`src/rtl/shift_multiplier_pkg.sv`:
```
// Shared types and defaults for the sequential shift-and-add multiplier.
package shift_mul_pkg;

  typedef enum logic {
    IDLE = 1'b0,
    RUN  = 1'b1
  } state_t;

  localparam int DEFAULT_WIDTH = 8;

endpackage

```
`src/rtl/shift_multiplier.sv`:
```
// Unsigned shift-and-add multiplier: one multiplier bit per clock, fixed WIDTH-clock latency,
// registered product with a single-cycle done pulse.
module shift_multiplier
  import shift_mul_pkg::*;
#(
  parameter  int WIDTH = DEFAULT_WIDTH,
  localparam int CNT_W = $clog2(WIDTH + 1)
) (
  input  logic                 clk,
  input  logic                 rst,
  input  logic                 start,
  input  logic [WIDTH-1:0]     multiplicand,
  input  logic [WIDTH-1:0]     multiplier,
  output logic                 busy,
  output logic                 done,
  output logic [2*WIDTH-1:0]   product
);

  localparam logic [CNT_W-1:0] LAST_CNT = CNT_W'(WIDTH - 1);

  state_t               state;
  logic [2*WIDTH-1:0]   acc;
  logic [2*WIDTH-1:0]   mcand_r;
  logic [WIDTH-1:0]     mplier_r;
  logic [CNT_W-1:0]     cnt;
  logic [2*WIDTH-1:0]   acc_next;

  // The partial product can never exceed 2*WIDTH bits, so the add needs no carry-out.
  always_comb begin
    acc_next = acc;
    if (mplier_r[0]) acc_next = acc + mcand_r;
  end

  always_ff @(posedge clk) begin
    if (rst) begin
      state    <= IDLE;
      busy     <= 1'b0;
      done     <= 1'b0;
      product  <= '0;
      acc      <= '0;
      mcand_r  <= '0;
      mplier_r <= '0;
      cnt      <= '0;
    end else begin
      done <= 1'b0;
      case (state)
        IDLE: begin
          if (start) begin
            mcand_r  <= {{WIDTH{1'b0}}, multiplicand};
            mplier_r <= multiplier;
            acc      <= '0;
            cnt      <= '0;
            state    <= RUN;
            busy     <= 1'b1;
          end
        end
        RUN: begin
          acc      <= acc_next;
          mcand_r  <= mcand_r << 1;
          mplier_r <= mplier_r >> 1;
          cnt      <= cnt + 1'b1;
          // The last iteration's add is folded straight into the published product.
          if (cnt == LAST_CNT) begin
            product <= acc_next;
            done    <= 1'b1;
            busy    <= 1'b0;
            state   <= IDLE;
          end
        end
        default: state <= IDLE;
      endcase
    end
  end

endmodule

```
`config.mk`:
```
export PLATFORM = sky130hd
export DESIGN_NAME = shift_multiplier
export DESIGN_NICKNAME = d
export VERILOG_FILES = /design/src/rtl/shift_multiplier_pkg.sv /design/src/rtl/shift_multiplier.sv
export SDC_FILE = /design/constraint.sdc
export NUM_CORES = 1
export LEC_CHECK = 0
export BUFFER_PORTS_ARGS = -buffer_cell sky130_fd_sc_hd__buf_2
export CORE_ASPECT_RATIO = 1.2
export CORE_MARGIN = 2
export CORE_UTILIZATION = 50
export CTS_BUF_LIST = sky130_fd_sc_hd__clkbuf_4 sky130_fd_sc_hd__clkbuf_8 sky130_fd_sc_hd__clkbuf_16
export DETAILED_ROUTE_END_ITERATION = 12
export PLACE_DENSITY = 0.72
export SYNTH_ARGS = -nofsm -noshare
export SYNTH_HDL_FRONTEND = slang
export SYNTH_SLANG_ARGS = --single-unit
```
`constraint.sdc`:
```
create_clock -name clk -period 5.4 [get_ports clk]
set_clock_uncertainty 0.15 [all_clocks]
set_input_delay 0.27 -clock clk [delete_from_list [all_inputs] [get_ports clk]]
set_output_delay 0.27 -clock clk [all_outputs]
set_load 0.05 [all_outputs]
```
**After elaboration in Yosys (flattened, before gate mapping)**

Cells that the tools add are included.

- Word-level logic and storage cells: 33
- Register bits after elaboration: 63
- Bits of input ports: 19
- Output and inout bits: 18

- $add $sub $neg: 2
- Bitwise operators: 1
- Multiplexer cells: 16
- Reductions and logical operators: 3
- Eq/ne operators: 3

Operator list:

| operator | number |
|---|---|
| 16-bit one-hot mux with 2 select lines | 2 |
| 16-bit two-way mux | 3 |
| 16-bit adder | 1 |
| 8-bit one-hot mux with 2 select lines | 1 |
| 8-bit two-way mux | 1 |
| 4-bit one-hot mux with 2 select lines | 1 |
| 1-bit two-way mux | 5 |
| 4-bit by 1-bit adder with 4-bit output, second input constant | 1 |
| 4-bit by 3-bit equality test with 1-bit output, second input constant | 1 |
| 4-bit two-way mux | 1 |
| 1-bit one-hot mux with 2 select lines | 2 |
| 2-bit AND reduction | 2 |
| 2-bit by 1-bit != test with 1-bit output, second input constant | 1 |
| 2-bit != test, second input constant | 1 |
| 2-bit OR reduction | 1 |
| 1-bit NOT | 1 |

**Longest topological paths before layout**

Gate-level depths: netlist of run 1.

- Depth in word-level cells: 3
- Gate-level depth with buffers: 8
- Depth with buffers taken out: 8

**Least setup slack after synthesis of run 1**

Ideal clock, no wire load.

- Kind: reg2reg
- Start point: reg acc[0]
- End point: reg acc[14]
- Path buffers: 0
- Stages on the path, launching flop included: 9
- Data required time: 5.133 ns
- Arrival time: 2.159 ns
- Period minus slack after synthesis: 2.426 ns
- Library setup time: 0.117 ns
- Path slack: 2.974 ns
- Path through: dfxtp_1 -> ha_1 -> fa_1 -> a21o_1 -> a221oi_2 -> nor2_1 -> a211o_1 -> xor2_1 -> a22o_1

- Cells in the longest elaborated chain, start to end: 3

RTL lines:

| what | line | RTL |
|---|---|---|
| start, declared | shift_multiplier.sv:22 | `logic [2*WIDTH-1:0] acc;` |
| start signal, assigned | shift_multiplier.sv:58 | `acc <= acc_next;` |
| 16-bit adder | shift_multiplier.sv:31 | `if (mplier_r[0]) acc_next = acc + mcand_r;` |
| 16-bit two-way mux | shift_multiplier.sv:31 |  |
| 16-bit one-hot mux with 2 select lines | shift_multiplier.sv:46 | `case (state)` |

Every way passes these cells.
A chain may end at the register's enable or synchronous reset.

**Worst setup path in the final report of run 1**

- Start point: reg state
- End point: reg product[15]

- Cells in the longest elaborated chain, start to end: 1

RTL lines:

| what | line | RTL |
|---|---|---|
| start, declared | shift_multiplier.sv:21 | `state_t state;` |
| start signal, assigned | shift_multiplier.sv:36 | `state <= IDLE;` |
| start signal, assigned | shift_multiplier.sv:53 | `state <= RUN;` |
| start signal, assigned | shift_multiplier.sv:67 | `state <= IDLE;` |
| 2-bit AND reduction (no source line) | - |  |
| end signal, assigned | shift_multiplier.sv:64 | `product <= acc_next;` |
| end, declared | shift_multiplier.sv:16 | `output logic [2*WIDTH-1:0] product` |

Every way passes these cells.

==> results of run 1 <==
tightest hold or removal path, cell delays in order:
cell and delay [ns]:
sky130_fd_sc_hd__buf_2 0.08, sky130_fd_sc_hd__mux2i_1 0.05, sky130_fd_sc_hd__nor3_1 0.11
where the power goes:
| group | switching [mW] | internal, mW | total (mW) |
|---|---|---|---|
| Sequential | 0.0166 | 0.475 | 0.491 |
| Clock | 0.176 | 0.179 | 0.355 |
| Combinational | 0.0406 | 0.0289 | 0.0695 |
metal layers:
metal / GRT usage, % / routed length, um
met2: 30.6 / 3040
met5: 0 / 0
met3: 3.85 / 311
met4: 8.77 / 91
met1: 27.7 / 3400
cells in the mapped netlist (5+ instances only):
library cell / n / area share [%]
sky130_fd_sc_hd__mux2i_1: 27 / 8.1
sky130_fd_sc_hd__xor2_1: 5 / 1.3
sky130_fd_sc_hd__nand2_1: 12 / 1.3
sky130_fd_sc_hd__a22oi_1: 6 / 1.3
sky130_fd_sc_hd__a21o_1: 6 / 1.3
sky130_fd_sc_hd__dfxtp_1: 63 / 38
sky130_fd_sc_hd__a21oi_1: 48 / 7.2
sky130_fd_sc_hd__a211oi_1: 12 / 2.7
sky130_fd_sc_hd__xnor2_1: 7 / 1.8
sky130_fd_sc_hd__clkbuf_1: 18 / 2.0
sky130_fd_sc_hd__o21ai_0: 7 / 1.0
sky130_fd_sc_hd__nor3b_1: 16 / 3.6
sky130_fd_sc_hd__nor3_1: 12 / 1.8
sky130_fd_sc_hd__nor2_1: 70 / 7.8
sky130_fd_sc_hd__a22o_1: 6 / 1.6
sky130_fd_sc_hd__ha_1: 16 / 6.0
registers in the layout, summed over array words and instances (netlist names):
register and flops:
busy 1, state 1, product 16, mplier_r 8, acc 16, mcand_r 16, done 1, cnt 4
path summary, 6_finish.rpt:
path | from | to | depth (start not counted)
worst max-delay path | state | product[15] | 5
worst min-delay path | multiplier[7] | mplier_r[7] | 3
worst min register to register | product[2] | product[2] | 2
worst max register to register | state | product[15] | 5
stage by stage:
step,area [um^2],hold slack (ns)
floorplan,3350,0.304
global placement,3510,0.298
detailed placement,3510,0.309
CTS,3680,0.0713
global route,3680,0.108
finish,3680,0.0764
cells by family after synthesis:
kind of cell / after synthesis / synth area share (%)
xor gates and xnor gates: 12 / 3.13
and+or+nand+nor: 131 / 18.9
muxes: 28 / 8.39
DFF: 63 / 37.6
AOI/OAI and AO/OA: 105 / 20.7
adders and majority gates: 17 / 6.56
buffers and inverters: 32 / 4.66
cell type report:
class | count | area share, %
timing repair buffer | 37 | 5.11
inverter | 4 | 0.408
sequential | 63 | 34.3
tap | 85 | 2.89
multi-input combinational | 293 | 52.7
clock inverter | 4 | 0.613
clock buffer | 11 | 3.95
==> run metrics, run 1 <==
RD Place Congestion=just over 0.8; status=finished clean; part of the cycle the worst path needs=53.8%; Die Span Y=93.7 um; transition at the pin with the smallest max-transition slack=1.15 ns; total chip power=around 0.9 mW; final global-route overflow total=0; Slew Limit Headroom=between 20% and 30%; initial standard-cell utilization of the core=a little over half; count of state elements after synthesis=63; register cell area after layout=around 1300 um^2; final critical-path setup slack=~2.5 ns; Via Count=about 2800; CTS hold repair buffers=0; WS Path Type=flip-flop to flip-flop; number of distinct standard cells referenced by the synthesized netlist=51; total CTS buffers=9; FF-to-FF setup slack=approximately 2.5 ns; area of the die=between 7000 and 8000 um^2; largest net degree at the start of global routing=69; maximum net fanout on the critical path=just under 70; number of enable-type register cells in the synthesized netlist=0; max-cap viol count=0; root buf cell=sky130_fd_sc_hd__clkbuf_8; stage delay of the slowest cell on the critical path=around 1.1 ns; final count of hold timing violations=0; Cell Count, Final, Fillers Out=a little under 500; setup bufs post-CTS=0; overall die width=between 70 and 80 um; filler cell count=around 620; port bufs=36; Multi-input gate area=1940 um^2; highest-count cells in the layout ignoring fill and taps=sky130_fd_sc_hd__nor2_1 (70), sky130_fd_sc_hd__dfxtp_1 (62), sky130_fd_sc_hd__a21oi_1 (48); Final Max Slew Viols=0; first-pass GRT wire length=between 10 and 15 mm; proportion of layout cells with a drive suffix above 1=between 15 and 20%; TritonCTS clock tree=built; number of optimization iterations in the first detailed-route pass=4; clock sink total=63; clock latency of the later-clocked register in the worst-skew pair=between 0.3 and 0.4 ns; P_leak=approximately 1.6 nW; H-tree levels=3; Peak VDD IR=158 uV; signal arrival time at the worst endpoint=~3 ns; Diodes inserted=0; type of origin of the critical path=flip-flop; area of the core region=between 6000 and 7000 um^2; Final setup violation count=0; most common library cell in the layout ignoring fill and taps=sky130_fd_sc_hd__nor2_1; all-layer global routing usage=approximately a fifth; setup repair after global routing missed its margin=false; sequential area share after synthesis=a little under two fifths; final layout net count=approximately 440; post-placement cell count=482; slowest cell on the critical path=sky130_fd_sc_hd__dfxtp_2; data required time at the worst endpoint=5.43 ns; post-cts repair resize count=0; Top Ports=37; mean area per synthesized cell=around 8.6 um^2; area growth from synthesis to final layout=9.59%; number of remaining DRC errors=0; cell family contributing the most delay on the critical path=simple AND/OR/NAND/NOR gates; wire length reported by the detailed router=6.85 mm; routed length per placed instance=around 14 um; post-synthesis instance area=~3400 um^2; Synth Flop Type=sky130_fd_sc_hd__dfxtp_1; Clk pin slew, worst setup/hold paths=0.07 ns; number of antenna violations at the first check in global routing=0; sequence of cells on the critical path=and4b_1 -> nand4_1 -> a21oi_1 -> or4_1 -> nor3_2; post-route antenna net violation count=0; Worst Setup End Kind=flip-flop; via density per instance=about 5.6; number of global-route vias before repair=~2600; initial drt markers=150; number of warnings printed during yosys synthesis=0; type of the most critical hold path=primary input to flip-flop; pre-CTS setup slack=approximately 2.5 ns; Synth Instances=~390; Setup TNS=0 ns; placed wire-length estimate after detailed placement=4.82 mm; clock tree buffer depth=2; total power density per cell area=approximately 250 nW/um^2; maximum achievable frequency=0.344 GHz; count of standard-cell rows=32; final period demand of the worst path=between 2 and 3 ns; Buf+Inv Stages, Crit Path=0; Post-synth ARST share=0%; Synth Net Count=~420; fin util=between 50% and 60%
No activity file was read; power rests on OpenSTA's default activity.
==> run 2, diff against run 1 <==
Clock period 5.4 ns to 2.93 ns, I/O delays scaled along.
==> run 2 against run 1 <==
- clock-buffer cell count is 1 higher
- sequential share of layout area decreased by 0.83 points
- combinational power rose by 110%
- maximum frequency grew 10%
- cell count is 1.4% higher
- wire length grew 3.7%
- utilization increased by 1.4 points
- non-clock buffer count rose by 7
- critical endpoint is now acc[14]
- sequential cell count unchanged
- total power increased by 98%
- global-route usage increased by 0.49 points
- largest cell class unchanged
- sequential power rose by 82%
==> run metrics, run 2 (synthesis results as in run 1) <==
initial drt markers=152; first-pass GRT wire length=11.9 mm; filler cell count=roughly 610; final global-route overflow total=0; Diodes inserted=0; Final setup violation count=0; H-tree levels=3; fin util=between 50 and 60%; total CTS buffers=9; signal arrival time at the worst endpoint=2.72 ns; most common library cell in the layout ignoring fill and taps=sky130_fd_sc_hd__nor2_1; type of origin of the critical path=flip-flop; maximum achievable frequency=~0.38 GHz; CTS hold repair buffers=2; status=finished clean; all-layer global routing usage=about a fifth; Via Count=2796; overall die width=78.8 um; port bufs=36; WS Path Type=flip-flop to flip-flop; part of the cycle the worst path needs=roughly nine tenths; post-route antenna net violation count=0; transition at the pin with the smallest max-transition slack=~0.74 ns; number of global-route vias before repair=2557; Hold Slack=roughly 0.010 ns; P_leak=around 1.6 nW; area of the core region=about 6400 um^2; type of the most critical hold path=primary input to flip-flop; leading registers by flop count=acc: 16 flops, mcand_r: 16 flops, product: 16 flops; number of remaining DRC errors=0; largest net degree at the start of global routing=60; area growth from synthesis to final layout=12.3%; area of the die=about 7400 um^2; post-cts repair resize count=0; RD Place Congestion=0.937; Worst Setup End Kind=flip-flop; maximum net fanout on the critical path=5; Clk pin slew, worst setup/hold paths=around 0.070 ns; initial standard-cell utilization of the core=about 52%; wire length reported by the detailed router=~7.1 mm; Peak VDD IR=approximately 270 uV; Setup TNS=0 ns; Multi-input gate area=1940 um^2; clock latency of the later-clocked register in the worst-skew pair=~0.34 ns; final count of hold timing violations=0; TritonCTS clock tree=built; Slew Limit Headroom=50.5%; number of antenna violations at the first check in global routing=0; total power density per cell area=approximately 480 nW/um^2; Final Max Slew Viols=0; Top Ports=37; register cell area after layout=1260 um^2; highest-count cells in the layout ignoring fill and taps=sky130_fd_sc_hd__nor2_1 (70), sky130_fd_sc_hd__dfxtp_1 (62), sky130_fd_sc_hd__a21oi_1 (48); final period demand of the worst path=2.63 ns; proportion of layout cells with a drive suffix above 1=16.5%; Die Span Y=approximately 94 um; via density per instance=about 5.5; number of optimization iterations in the first detailed-route pass=4; root buf cell=sky130_fd_sc_hd__clkbuf_8; clock tree buffer depth=2; routed length per placed instance=about 14 um; placed wire-length estimate after detailed placement=slightly above 5 mm; max-cap viol count=0; data required time at the worst endpoint=between 3 and 4 ns; total chip power=~1.8 mW; setup repair after global routing missed its margin=false; final layout net count=between 400 and 500; setup bufs post-CTS=0; count of standard-cell rows=32; clock sink total=63
## run 2: area by class of cell
cell class | count | area share (%)
Clock inverter | 3 | 1.13
Clock buffer | 12 | 4.22
Sequential cell | 63 | 33.5
Inverter | 4 | 0.399
Timing Repair Buffer | 44 | 6.51
Multi-Input combinational cell | 293 | 51.4
Tap cell | 85 | 2.82
## run 2: path summary, 6_finish.rpt
kind                      start           to  slack, ns  cells past startpoint
setup / recovery         acc[0]      acc[14]       0.30                      8
hold reg to reg      product[2]   product[2]       0.30                      2
hold / removal    multiplier[5]  mplier_r[5]       0.01                      5
setup reg to reg         acc[0]      acc[14]       0.30                      8
## run 2: stage by stage
step / setup slack (ns) / cells / instance area [um^2]
floorplan: 0.504 / 388 / 3350
global placement: 0.331 / 487 / 3550
detailed placement: 0.325 / 487 / 3550
CTS: 0.297 / 504 / 3770
global route: 0.165 / 504 / 3770
finish: 0.297 / 504 / 3770
## run 2: worst max-delay path: stages, from the launching register on
cell and delay [ns]:
sky130_fd_sc_hd__dfxtp_1 0.32, sky130_fd_sc_hd__ha_1 0.24, sky130_fd_sc_hd__fa_1 0.42, sky130_fd_sc_hd__a21o_1 0.20, sky130_fd_sc_hd__a221oi_2 0.45, sky130_fd_sc_hd__nor2_1 0.10, sky130_fd_sc_hd__a211o_1 0.28, sky130_fd_sc_hd__xor2_1 0.16
sky130_fd_sc_hd__a22o_1 0.20
## run 2: power breakdown
group          internal (mW)  total (mW)  switching (mW)  leakage (nW)
registers              0.875       0.895          0.0207         0.511
logic                 0.0575       0.145          0.0878         0.998
clock network          0.443       0.769           0.326         0.102
total                   1.37        1.81           0.435          1.61
## run 2: routing by layer
layer  global-route usage, %  vias to the layer above  part of all wire, %
met5                       0                        -                    0
met4                    8.63                        0                  1.8
met3                    5.38                       12                  4.7
met2                    33.0                       56                   45
met1                    26.3                     1287                   49
li1                        -                     1441                    -
